## config.mk

```make
export PLATFORM = sky130hd
export DESIGN_NAME = iter_multdiv
export DESIGN_NICKNAME = d
export VERILOG_FILES = /design/src/rtl/iter_multdiv_pkg.sv /design/src/rtl/booth4_select.sv /design/src/rtl/iter_multdiv.sv
export SDC_FILE = /design/constraint.sdc
export NUM_CORES = 1
export LEC_CHECK = 0
export CAP_MARGIN = 15
export CORE_MARGIN = 5
export CORE_UTILIZATION = 67
export DETAILED_ROUTE_END_ITERATION = 7
export PLACE_DENSITY = 0.87
export SYNTH_ARGS = -nofsm -noshare
export SYNTH_HDL_FRONTEND = slang
export SYNTH_SLANG_ARGS = --single-unit
export TNS_END_PERCENT = 5
```

## constraint.sdc

```tcl
create_clock -name clock -period 12.2 [get_ports clock]
set_input_delay 2.44 -clock clock [delete_from_list [all_inputs] [get_ports clock]]
set_output_delay 2.44 -clock clock [all_outputs]
set_load 0.03 [all_outputs]
```

## src/rtl/iter_multdiv_pkg.sv

```systemverilog
// Shared types and constants for the iterative 32-bit multiplier/divider.
package iter_multdiv_pkg;

  localparam int          WIDTH      = 32;
  localparam int          MUL_CYCLES = 16;
  localparam int          DIV_CYCLES = 32;
  localparam logic [31:0] INT_MIN    = 32'h8000_0000;

  typedef enum logic [1:0] {
    IDLE,
    MUL_RUN,
    DIV_RUN,
    DONE
  } state_t;

endpackage

```

## src/rtl/booth4_select.sv

```systemverilog
// Radix-4 modified Booth partial-product selector: window -> {0, +-M, +-2M}.
module booth4_select
  import iter_multdiv_pkg::*;
(
  input  logic        [2:0]       i_window,
  input  logic signed [WIDTH-1:0] i_mcand,
  output logic signed [WIDTH+1:0] o_pp
);

  // Two guard bits so that -2*INT_MIN is still representable.
  logic signed [WIDTH+1:0] w_m;
  assign w_m = {{2{i_mcand[WIDTH-1]}}, i_mcand};

  always_comb begin
    o_pp = '0;
    case (i_window)
      3'b001, 3'b010: o_pp = w_m;
      3'b011:         o_pp = w_m <<< 1;
      3'b100:         o_pp = -(w_m <<< 1);
      3'b101, 3'b110: o_pp = -w_m;
      default:        o_pp = '0;
    endcase
  end

endmodule

```

## src/rtl/iter_multdiv.sv

```systemverilog
// Sequential signed 32-bit multiplier (radix-4 Booth, 16 cycles) and
// restoring divider (32 cycles) sharing one start/ready handshake.
module iter_multdiv #(
  parameter int WIDTH = 32
) (
  input  logic             clock,
  input  logic             reset,
  input  logic [WIDTH-1:0] data_operandA,
  input  logic [WIDTH-1:0] data_operandB,
  input  logic             ctrl_MULT,
  input  logic             ctrl_DIV,
  output logic [WIDTH-1:0] data_result,
  output logic             data_exception,
  output logic             data_resultRDY
);
  import iter_multdiv_pkg::*;

  localparam logic [4:0] MUL_LAST = 5'(MUL_CYCLES - 1);
  localparam logic [4:0] DIV_LAST = 5'(DIV_CYCLES - 1);

  function automatic logic [WIDTH-1:0] magnitude(input logic [WIDTH-1:0] v);
    return v[WIDTH-1] ? (~v + WIDTH'(1)) : v;
  endfunction

  function automatic logic [WIDTH-1:0] apply_sign(input logic [WIDTH-1:0] mag,
                                                  input logic             neg);
    return neg ? (~mag + WIDTH'(1)) : mag;
  endfunction

  state_t r_state;
  state_t w_state_nxt;
  logic [4:0] r_cnt;

  logic w_start;
  logic w_start_mul;
  logic w_start_div;
  logic w_mul_last;
  logic w_div_last;
  logic w_finish;

  logic signed [WIDTH-1:0]   r_mcand;
  logic signed [WIDTH:0]     r_mplier;
  logic signed [2*WIDTH-1:0] r_acc;
  logic signed [WIDTH+1:0]   w_pp;
  logic signed [2*WIDTH-1:0] w_pp_ext;
  logic signed [2*WIDTH-1:0] w_acc_nxt;

  logic [WIDTH-1:0] r_rem;
  logic [WIDTH-1:0] r_quo;
  logic [WIDTH-1:0] r_dvsr;
  logic             r_neg;
  logic             r_div_zero;
  logic             r_div_ovf;
  logic [WIDTH:0]   w_shifted;
  logic [WIDTH-1:0] w_diff;
  logic             w_ge;
  logic [WIDTH-1:0] w_rem_nxt;
  logic [WIDTH-1:0] w_quo_nxt;

  logic [WIDTH-1:0] w_res_nxt;
  logic             w_exc_nxt;

  // Multiply has priority when both strobes arrive together.
  assign w_start     = ctrl_MULT | ctrl_DIV;
  assign w_start_mul = ctrl_MULT;
  assign w_start_div = ctrl_DIV & ~ctrl_MULT;

  assign w_mul_last = (r_state == MUL_RUN) && (r_cnt == MUL_LAST);
  assign w_div_last = (r_state == DIV_RUN) && (r_cnt == DIV_LAST);
  assign w_finish   = (w_mul_last | w_div_last) & ~w_start;

  always_ff @(posedge clock or negedge reset) begin
    if (!reset) begin
      r_state <= IDLE;
      r_cnt   <= '0;
    end else begin
      r_state <= w_state_nxt;
      if (w_start)
        r_cnt <= '0;
      else if (r_state == MUL_RUN || r_state == DIV_RUN)
        r_cnt <= r_cnt + 5'd1;
    end
  end

  always_comb begin
    w_state_nxt = r_state;
    case (r_state)
      MUL_RUN: if (w_mul_last) w_state_nxt = DONE;
      DIV_RUN: if (w_div_last) w_state_nxt = DONE;
      DONE:    w_state_nxt = IDLE;
      default: w_state_nxt = r_state;
    endcase
    if (w_start_mul)
      w_state_nxt = MUL_RUN;
    else if (w_start_div)
      w_state_nxt = DIV_RUN;
  end

  assign data_resultRDY = (r_state == DONE);

  booth4_select u_booth (
    .i_window (r_mplier[2:0]),
    .i_mcand  (r_mcand),
    .o_pp     (w_pp)
  );

  // Partial product i carries weight 4^i; the 64-bit sum wraps harmlessly.
  assign w_pp_ext  = {{(WIDTH-2){w_pp[WIDTH+1]}}, w_pp};
  assign w_acc_nxt = r_acc + (w_pp_ext <<< {r_cnt[3:0], 1'b0});

  // Remainder is always below the divisor, so the shifted value fits WIDTH+1 bits.
  assign w_shifted = {r_rem, r_quo[WIDTH-1]};
  assign w_diff    = w_shifted[WIDTH-1:0] - r_dvsr;
  assign w_ge      = (w_shifted >= {1'b0, r_dvsr});
  assign w_rem_nxt = w_ge ? w_diff : w_shifted[WIDTH-1:0];
  assign w_quo_nxt = {r_quo[WIDTH-2:0], w_ge};

  always_ff @(posedge clock) begin
    if (w_start) begin
      r_mcand    <= data_operandA;
      r_mplier   <= {data_operandB, 1'b0};
      r_acc      <= '0;
      r_rem      <= '0;
      r_quo      <= magnitude(data_operandA);
      r_dvsr     <= magnitude(data_operandB);
      r_neg      <= data_operandA[WIDTH-1] ^ data_operandB[WIDTH-1];
      r_div_zero <= (data_operandB == '0);
      r_div_ovf  <= (data_operandA == INT_MIN) && (data_operandB == '1);
    end else if (r_state == MUL_RUN) begin
      r_acc    <= w_acc_nxt;
      r_mplier <= r_mplier >>> 2;
    end else if (r_state == DIV_RUN) begin
      r_rem <= w_rem_nxt;
      r_quo <= w_quo_nxt;
    end
  end

  always_comb begin
    w_res_nxt = data_result;
    w_exc_nxt = data_exception;
    if (w_mul_last) begin
      w_res_nxt = w_acc_nxt[WIDTH-1:0];
      w_exc_nxt = (w_acc_nxt[2*WIDTH-1:WIDTH] != {WIDTH{w_acc_nxt[WIDTH-1]}});
    end else if (w_div_last) begin
      if (r_div_zero) begin
        w_res_nxt = '0;
        w_exc_nxt = 1'b1;
      end else begin
        w_res_nxt = apply_sign(w_quo_nxt, r_neg);
        w_exc_nxt = r_div_ovf;
      end
    end
  end

  always_ff @(posedge clock or negedge reset) begin
    if (!reset) begin
      data_result    <= '0;
      data_exception <= 1'b0;
    end else if (w_finish) begin
      data_result    <= w_res_nxt;
      data_exception <= w_exc_nxt;
    end
  end

endmodule

```

== After elaboration in Yosys (flattened, before gate mapping) ==
Index checks and enable logic that the tools add are counted.
Storage, ports and cells
  bits in registers: 268
  bits of input ports: 68
  output and inout bits: 34
  word-level logic and storage cells: 93
Cells by class
  add/sub/neg operators: 8
  order comparisons: 1
  equal/unequal tests: 17
  shift operators: 1
  muxes and demuxes: 23
  bitwise logic cells: 11
  reductions and logical operators: 16
Operators with widths (number)
  $mux 32: 10
  $pmux 34 s4: 1
  $add 32x1->32 const B: 3
  $not 32->32: 3
  $add 64x64->64: 1
  $eq 32x32->1 const B: 2
  $sshl 34x5->64: 1
  $neg 32->34: 1
  $neg 33->34: 1
  $ge 33x32->1: 1
  $mux 33: 1
  $logic_not 32->1: 1
  $ne 32x32->1: 1
  $sub 32x32->32: 1
  $mux 31: 1
  $mux 5: 2
  $eq 3x3->1 const B: 3
  $mux 2: 4
  $ne 4x4->1 const B: 2
  $reduce_bool 2->1: 4
  $eq 3x2->1 const B: 2
  $pmux 2 s3: 1
  $reduce_and 2->1: 3
  $add 5x1->5 const B: 1
  other kinds (16): 26

== Depth between registers and ports, before layout ==
Gate-level depths: netlist of the first run.
  depth in word-level cells: 7
  depth in mapped cells: 29

== By module ==
A second synthesis of the first run with hierarchy kept.
Second synthesis, totals
  cell total of the unflattened synthesis: 2698
  area total of the unflattened synthesis: 21824.7 sq um
Modules (own cells, without submodules)
  iter_multdiv: times used 1, cells each 2373, area an instance 19800.2 sq um
  booth4_select: times used 1, cells each 325, area an instance 2024.4 sq um

== Worst setup path after synthesis of the first run ==
No wires, ideal clock.
  path type: reg2reg
  start: register r_mcand[0]
  end: register data_exception
  arrival: 6.272 ns
  data required time: 12.068 ns
  setup slack: 5.795 ns
  cell stages (with the launch flop): 29
  clock period less this slack: 6.405 ns
  cell sequence: edfxtp_1 > inv_1 > ha_1 > nor3b_1 > and2_0 > clkbuf_1 > nand2_1 > or4_1 > xnor2_1 > o221ai_1 > o21ai_0 > mux2_2 > mux2_2 > nor2_1 > a21oi_1 > o22ai_1 > ha_1 > a21o_1 > o21ba_2 > o22ai_1 > a311o_1 > o211ai_1 > a31oi_1 > a211oi_1 > xor2_1 > nand4_1 > or3_1 > o2bb2ai_1 > a32oi_1
Between the ends
  longest elaborated chain between the ends: 6
Ends and longest elaborated chain
  start, declared: RTL line iter_multdiv.sv:41  | logic signed [WIDTH-1:0] r_mcand;
  start signal, assigned: RTL line iter_multdiv.sv:120  | r_mcand <= data_operandA;
  $neg 33->34 or $neg 32->34 (tied branches): RTL line booth4_select.sv:19, booth4_select.sv:20
  $pmux 34 s4 *: RTL line booth4_select.sv:16  | case (i_window)
  $sshl 34x5->64 *: RTL line iter_multdiv.sv:109  | assign w_acc_nxt = r_acc + (w_pp_ext <<< {r_cnt[3:0], 1'b0});
  $add 64x64->64 *: RTL line iter_multdiv.sv:109
  $ne 32x32->1 *: RTL line iter_multdiv.sv:143  | w_exc_nxt = (w_acc_nxt[2*WIDTH-1:WIDTH] != {WIDTH{w_acc_nxt[WIDTH-1]}});
  $mux 1 *: RTL line iter_multdiv.sv:141  | if (w_mul_last) begin
  end signal, assigned: RTL line iter_multdiv.sv:161  | data_exception <= w_exc_nxt;
  end, declared: RTL line iter_multdiv.sv:13  | output logic data_exception,
Every way passes the cells marked *; elsewhere a longest branch is shown, timed or not.
A chain may end at the register's enable or synchronous reset.

== Worst setup path after layout of the first run ==
Same ends and word-level chain as after synthesis.

==> metrics.log, run 1 <==
[metrics] WS Path Type: reg2reg
[metrics] number of detailed-route iterations in the first pass: 6
[metrics] number of hold violations in the final report: 0
[metrics] number of levels in the clock H-tree: 1
[metrics] path class of the lowest-slack min-delay path: reg2reg
[metrics] clock root buffer: clkbuf_16
[metrics] maximum achievable frequency: 122 MHz
[metrics] Worst Path Buf+Inv: 1
[metrics] PnR Total Power: 3.34 mW
[metrics] critical path's most frequent cell: mux2i_1
[metrics] total global routing overflow: 0
[metrics] Most used DFF post-synth: edfxtp_1
[metrics] total nets after synthesis: 2899
[metrics] GRT Total Usage: 0.395
[metrics] io pins: 102
[metrics] instance count along the most critical hold path: 2
[metrics] RR Endpoint: data_exception
[metrics] x dimension of the die: 191 um
[metrics] power per cell area: 138 mW/mm2
[metrics] Finish-stage setup viols: 0
[metrics] # resized after CTS: 0
[metrics] Worst Path Arrival: 8.67 ns
[metrics] Critical Path End Type: flip-flop
[metrics] number of buffers added by the clock tree synthesis step: 31
[metrics] vias in the first global route: 20443
[metrics] time the worst path needs with I/O delays and setup: 8.22 ns
[metrics] Worst Path Required: 12.65 ns
[metrics] number of warnings reported in the yosys synthesis log: 0
[metrics] IR drop worst, VDD: 0.000145 V
[metrics] Worst Path Max Fanout: 7
[metrics] input/output buffers: 101
[metrics] final RePlAce weighted congestion: 1.01
[metrics] post-CTS setup-driven buffer insertion count: 0
[metrics] setup repair after global routing missed its margin: no
[metrics] distinct cell type count of the synthesized netlist: 88
[metrics] number of antenna repair diodes: 0
[metrics] final-report max-slew violation count: 0
[metrics] die area: 0.0363 mm2
[metrics] number of synthesized flops with an enable pin: 131
[metrics] Tcrit/Tclk final: 0.674
[metrics] max-capacitance violation count: 0
[metrics] number of antenna-violating nets in the routed design: 0
[metrics] delay of the slowest cell on the worst path: 0.95 ns
[metrics] startpoint kind of the worst setup timing path: flip-flop
[metrics] clk buf depth: 3
[metrics] initial antenna violation count: 1
[metrics] number of rows in the core area: 66
[metrics] Filler Cells Inserted: 2396
[metrics] timing startpoint of the critical path: r_mcand[0]
[metrics] number of hold buffers added after cts: 0
[metrics] total number of nets in the final design: 2898
[metrics] clock slew at reported path FFs: 0.07 ns
[metrics] maximum number of pins on one net before global-route repair: 100
[metrics] worst setup path end: data_exception
[metrics] relative area change from synthesis to final layout: 10.6%
[metrics] sequential-to-total area share from yosys stat: 0.315
[metrics] clock latency on the worst-skew pair: 0.62 ns
[metrics] result of the run: finished clean
[metrics] post-layout instance area: 0.0242 mm2
[metrics] standby leakage power: 9.99 nW
[metrics] final WL: 73800 um
[metrics] worst-case reg-to-reg path depth: 27
[metrics] die extent in y: 191 um
[metrics] post-synthesis instance total: 2723
[metrics] logic depth of the worst setup path including buffers: 27
[metrics] DP Wirelength: 54000 um
[metrics] worst r2r src: r_mcand[0]
[metrics] Remaining DRCs: 0
[metrics] leading post-synthesis cells by cell area: edfxtp_1 (18%), dfxtp_1 (8.9%), ha_1 (6.1%), nand2_1 (5.7%), mux2i_1 (5.4%)
[metrics] flip-flop and latch count after synthesis: 268
[metrics] number of sinks on the clock net: 268
[metrics] Avg Synthesized Cell Area: 8.02 um2
[metrics] core outline area: 0.0324 mm2
[metrics] count of vias placed by the detailed router: 21844
[metrics] post-place instance area: 0.0230 mm2
[metrics] vias per cell: 6.85
[metrics] Max-slew headroom: 0.211
[metrics] summed instance area of the synthesized netlist: 0.0218 mm2
[metrics] Slowest cell on crit path: a2111oi_0
[metrics] cell family with the largest share of critical-path delay: compound AO/OA/AOI/OAI gates
[metrics] final worst clock skew: 0.0177 ns
[metrics] setup tns final: 0 ns
[metrics] post-detailed-route wirelength per cell: 23.1 um
[metrics] async set-reset flop share out of synthesis: 0.149
[metrics] global-route wire length before repair: 114000 um
[metrics] layout cell share with drive strength beyond 1: 0.0510
[metrics] R2R Setup Slk: 3.98 ns
[metrics] top cell type's share of synthesized area: 0.180
[metrics] Initial Utilization: 0.675
[metrics] transition at the pin with the smallest max-transition slack: 1.18 ns
[metrics] area leader, netlist: edfxtp_1
[metrics] drt initial violations: 2581
[metrics] clock tree from TritonCTS: built
-- worst min-delay path: stages, from the launching register on --
cell and delay, ns:
dfxtp_1 0.31, nand2_1 0.06, a21oi_1 0.06
-- kinds of logic after synthesis --
family | share of synthesized area
AND/OR/NAND/NOR | 0.206
AO/OA/AOI/OAI | 0.228
flip-flops | 0.315
buffers and inverters | 0.0459
XOR/XNOR | 0.0758
multiplexers | 0.0670
adder cells (fa/ha/maj) | 0.0625
-- area by class of cell --
class,count,area [um2],area share
sequential,268,6880,0.285
multi-input combinational,2190,14000,0.580
clock buffer,39,856,0.0354
inverter,101,384,0.0159
clock inverter,19,260,0.0108
tap,442,553,0.0229
timing repair buffer,130,1220,0.0507
-- layout by cell type, fill, tap and decap left out, types with 14 or more instances in the layout --
cell type / synthesis / layout
a211oi_1: 29 / 29
o31ai_1: 32 / 32
xnor2_1: 101 / 101
o22ai_1: 16 / 16
nor4_1: 18 / 18
a221oi_1: 24 / 24
nand2_1: 331 / 331
and3_1: 22 / 22
a21o_1: 65 / 65
clkbuf_16: 0 / 31
o21ai_0: 220 / 218
buf_4: 0 / 29
or4_1: 16 / 16
o21bai_1: 14 / 14
mux2i_1: 117 / 117
nand3_1: 84 / 84
xor2_1: 88 / 88
dfrtp_1: 40 / 39
a21oi_1: 190 / 189
o211ai_1: 22 / 22
and2_1: 17 / 17
inv_1: 97 / 97
edfxtp_1: 131 / 131
dfxtp_1: 97 / 97
or3_1: 34 / 34
nor3_1: 58 / 58
nand4_1: 42 / 42
a31oi_1: 37 / 37
nand2b_1: 17 / 17
mux2_2: 24 / 24
clkdlybuf4s50_1: 1 / 100
nor2_1: 271 / 270
o21a_1: 26 / 26
nor2b_1: 17 / 17
ha_1: 106 / 104
-- Yosys cell counts, drive strengths merged (26+ instances only) --
cell and instances:
nand2 331, nor2 271, o21ai 221, a21oi 190
clkbuf 143, edfxtp 131, mux2i 117, ha 106
xnor2 101, inv 100, dfxtp 97, xor2 88
nand3 84, a21o 65, nor3 58, nand4 42
dfrtp 40, a31oi 37, or3 35, o31ai 33
a211oi 29, o21a 26
-- flip-flops by register name (all words and copies together) (netlist names) --
register	cells
r_acc	64
r_mplier	33
data_result	32
r_dvsr	32
r_mcand	32
r_quo	32
r_rem	32
r_cnt	5
r_state	2
data_exception	1
r_div_ovf	1
r_div_zero	1
r_neg	1
-- worst min path at each step --
stage	to	slack, ns	from
3_5_place_dp	r_acc[50]	0.47	r_acc[50]
2_1_floorplan	r_acc[40]	0.45	r_acc[40]
5_1_grt	r_acc[50]	0.51	r_acc[50]
3_3_place_gp	r_acc[40]	0.46	r_acc[40]
6_report	r_acc[50]	0.48	r_acc[50]
4_1_cts	r_acc[50]	0.48	r_acc[50]
-- where the power goes --
group / switching, mW / internal, mW / total [mW]
logic: 0.784 / 0.415 / 1.20
registers: 0.0701 / 1.04 / 1.11
clock network: 0.424 / 0.607 / 1.03
-- routing by layer --
metal | vias to the layer above | track usage | part of all wire
li1 | 9929 | - | -
met1 | 10319 | 0.532 | 0.40
met2 | 1343 | 0.634 | 0.45
met3 | 253 | 0.0741 | 0.11
met4 | 0 | 0.151 | 0.049
met5 | - | 0 | 0
-- per-stage QoR --
step / cells / hold WS, ns / util / setup WS, ns
final: 3189 / 0.476 / 0.746 / 3.98
after global routing: 3189 / 0.505 / 0.746 / 3.68
after CTS: 3188 / 0.478 / 0.746 / 4.37
after detailed placement: 3130 / 0.467 / 0.712 / 4.40
after global placement: 3130 / 0.460 / 0.712 / 4.57
after floorplan: 2723 / 0.450 / - / 5.80
Note: power is estimated with default switching activity, not from simulation.
==> run 2: changes to the inputs <==
- CORE_UTILIZATION: 67 -> 56
- PLACE_DENSITY: 0.87 -> 0.78
- clock period: 12.2 -> 6.6 ns (I/O delays scaled with it)
==> metrics.log, run 2 (same netlist as run 1, synthesis figures left out) <==
[metrics] result of the run: finished clean
[metrics] clock slew at reported path FFs: 0.06 ns (about the same)
[metrics] IR drop worst, VDD: 0.000265 V (+83%)
[metrics] largest registers: r_acc: 64 flops, r_mplier: 33 flops
[metrics] Worst Path Max Fanout: 5 (-2)
[metrics] final worst clock skew: 0.0268 ns (+0.00912 ns)
[metrics] worst r2r src: r_mcand[9]
[metrics] cell family with the largest share of critical-path delay: compound AO/OA/AOI/OAI gates
[metrics] Tcrit/Tclk final: 0.973 (+0.299)
[metrics] total global routing overflow: 0 (unchanged)
[metrics] clock root buffer: clkbuf_16
[metrics] Worst Path Required: 6.96 ns (-5.69 ns)
[metrics] maximum achievable frequency: 156 MHz (+28%)
[metrics] clk buf depth: 3 (unchanged)
[metrics] RR Endpoint: data_exception
[metrics] number of antenna-violating nets in the routed design: 0 (unchanged)
[metrics] Finish-stage setup viols: 0 (unchanged)
[metrics] standby leakage power: 11.0 nW (+9.8%)
[metrics] number of levels in the clock H-tree: 2 (+1)
[metrics] io pins: 102 (unchanged)
[metrics] Hold WS: 0.474 ns (-0.00200 ns)
[metrics] drt initial violations: 2916 (+13%)
[metrics] number of sinks on the clock net: 268 (unchanged)
[metrics] internal power component: 4.06 mW (+97%)
[metrics] input/output buffers: 101 (unchanged)
[metrics] Placed Cells incl. Taps: 3383 (+8.1%)
[metrics] post-place instance area: 0.0245 mm2 (+6.3%)
[metrics] initial antenna violation count: 1 (unchanged)
[metrics] largest register by flop count: r_acc
[metrics] number of rows in the core area: 72 (+9.1%)
[metrics] number of detailed-route iterations in the first pass: 7 (+1)
[metrics] Worst Path Arrival: 6.78 ns (-1.89 ns)
[metrics] commonest non-fill, non-tap cell in the layout: nand2_1
[metrics] x dimension of the die: 208 um (+8.9%)
[metrics] Hold Crit Start: r_acc[50]
[metrics] vias per cell: 6.51 (-4.9%)
[metrics] final RePlAce weighted congestion: 1.02 (+0.46%)
[metrics] GRT Total Usage: 0.336 (-0.0581)
[metrics] maximum number of pins on one net before global-route repair: 87 (-13%)
[metrics] Initial Utilization: 0.565 (-0.110)
[metrics] core outline area: 0.0386 mm2 (+19%)
[metrics] Cell Count, Final, Fillers Out: 3456 (+8.4%)
[metrics] combinational share of power: 0.400 (+0.041)
[metrics] final-report max-slew violation count: 0 (unchanged)
[metrics] instance count along the most critical hold path: 2 (unchanged)
[metrics] endpoint with the worst hold slack: r_acc[50]
[metrics] number of antenna repair diodes: 0 (unchanged)
[metrics] Max-slew headroom: 0.270 (+0.0591)
[metrics] number of flip-flops in the largest register: 64 (unchanged)
[metrics] combined flip-flop and latch cell area: 0.00688 mm2 (unchanged)
[metrics] delay of the slowest cell on the worst path: 0.45 ns (-0.50 ns)
[metrics] commonest cells after routing, fill and taps aside: nand2_1 (330), nor2_1 (265), buf_4 (215)
[metrics] logic depth of the worst setup path including buffers: 27 (unchanged)
[metrics] PnR Total Power: 6.53 mW (+96%)
[metrics] global-route wire length before repair: 117000 um (+2.4%)
[metrics] count of vias placed by the detailed router: 22505 (+3.0%)
[metrics] clock tree from TritonCTS: built
[metrics] setup tns final: 0 ns (unchanged)
[metrics] die area: 0.0431 mm2 (+19%)
[metrics] Sequential Power Share: 0.312 (-0.020)
[metrics] Critical Path End Type: flip-flop
[metrics] final WL: 76400 um (+3.6%)
[metrics] Clk network pwr share: 0.287 (-0.022)
[metrics] WS Path Type: reg2reg
[metrics] net load switching power: 2.47 mW (+94%)
[metrics] vias in the first global route: 21038 (+2.9%)
[metrics] layout cell share with drive strength beyond 1: 0.140 (+0.0889)
[metrics] die extent in y: 208 um (+8.9%)
[metrics] DP Wirelength: 57100 um (+5.7%)
[metrics] Sw Ratio: 0.379 (-0.00411)
[metrics] time the worst path needs with I/O delays and setup: 6.42 ns (-1.80 ns)
[metrics] clock latency on the worst-skew pair: 0.55 ns (-0.07 ns)
[metrics] startpoint kind of the worst setup timing path: flip-flop
[metrics] R2R Setup Slk: 0.18 ns (-3.80 ns)
[metrics] number of hold buffers added after cts: 0 (unchanged)
[metrics] path class of the lowest-slack min-delay path: reg2reg
[metrics] combined area of the multi-input logic cells: 0.0146 mm2 (+3.9%)
[metrics] Worst Path Buf+Inv: 2 (+1)
[metrics] relative area change from synthesis to final layout: 19.9%
[metrics] transition at the pin with the smallest max-transition slack: 1.09 ns (-0.0928 ns)
[metrics] post-detailed-route wirelength per cell: 22.1 um (-4.4%)
[metrics] number of hold violations in the final report: 0 (unchanged)
[metrics] total number of nets in the final design: 3088 (+6.6%)
[metrics] Filler Cells Inserted: 3223 (+35%)
[metrics] Slowest cell on crit path: or4_4
[metrics] Remaining DRCs: 0 (unchanged)
[metrics] power per cell area: 249 mW/mm2 (+80%)
[metrics] worst-case reg-to-reg path depth: 27 (unchanged)
[metrics] post-layout instance area: 0.0262 mm2 (+8.5%)
[metrics] max-capacitance violation count: 0 (unchanged)
[metrics] number of buffers added by the clock tree synthesis step: 34 (+9.7%)
## run 2: cell types whose count changed in the layout (fill, tap and decap cells not counted), moves of 7 or more
cell     previous run  this run
a21oi_1           189       174
a21oi_2             0        15
buf_4              29       215
mux2i_1           117       107
mux2i_2             0         7
nor4_1             18        11
o21ai_0           218       194
o21ai_1             2        22
## run 2: power by group through the flow
| stage | Combinational [mW] | Sequential (mW) | Clock (mW) |
|---|---|---|---|
| global route | 2.79 | 2.05 | 1.97 |
| detailed placement | 2.41 | 2.06 | 0 |
| floorplan | 1.50 | 2.04 | 0 |
| finish | 2.62 | 2.04 | 1.88 |
| global placement | 2.38 | 2.06 | 0 |
| CTS | 2.44 | 2.03 | 1.91 |
## run 2: worst max-delay path by stage
stage / start / endpoint
2_1_floorplan: r_mcand[0] / data_exception
3_3_place_gp: r_mcand[0] / data_exception
3_5_place_dp: r_mcand[0] / data_exception
4_1_cts: r_mcand[1] / data_exception
5_1_grt: r_mcand[1] / data_exception
6_report: r_mcand[9] / data_exception
## run 2: cell type report
class                      count  area share
multi-input combinational   2190       0.555
clock buffer                  40      0.0333
clock inverter                22     0.00864
tap                          518      0.0247
inverter                     101      0.0147
sequential                   268       0.262
timing repair buffer         317       0.101
## run 2: routing by layer
layer,part of all wire,track usage,up-vias
met2,0.45,0.539,1239
li1,-,-,10339
met1,0.41,0.455,10706
met4,0.047,0.140,0
met5,0,0,-
met3,0.092,0.0555,221
## run 2: timing repair
item                                   CTS  global route
setup endpoints to repair                2             8
gates resized for setup                 19           118
endpoints found under the hold margin    0             0
pin swaps                                1            38
setup buffers                            1            10
gates cloned                             0             0
## run 2: stage by stage
step,util,setup slack [ns]
finish,0.678,0.178
global route,0.678,-0.122
CTS,0.664,0.00670
detailed placement,0.633,-0.682
global placement,0.633,-0.664
floorplan,-,0.195
## run 2: tightest hold or removal path, stage by stage, from the launching register on
cell	delay, ns
dfxtp_1	0.31
nand2_1	0.06
a21oi_1	0.05
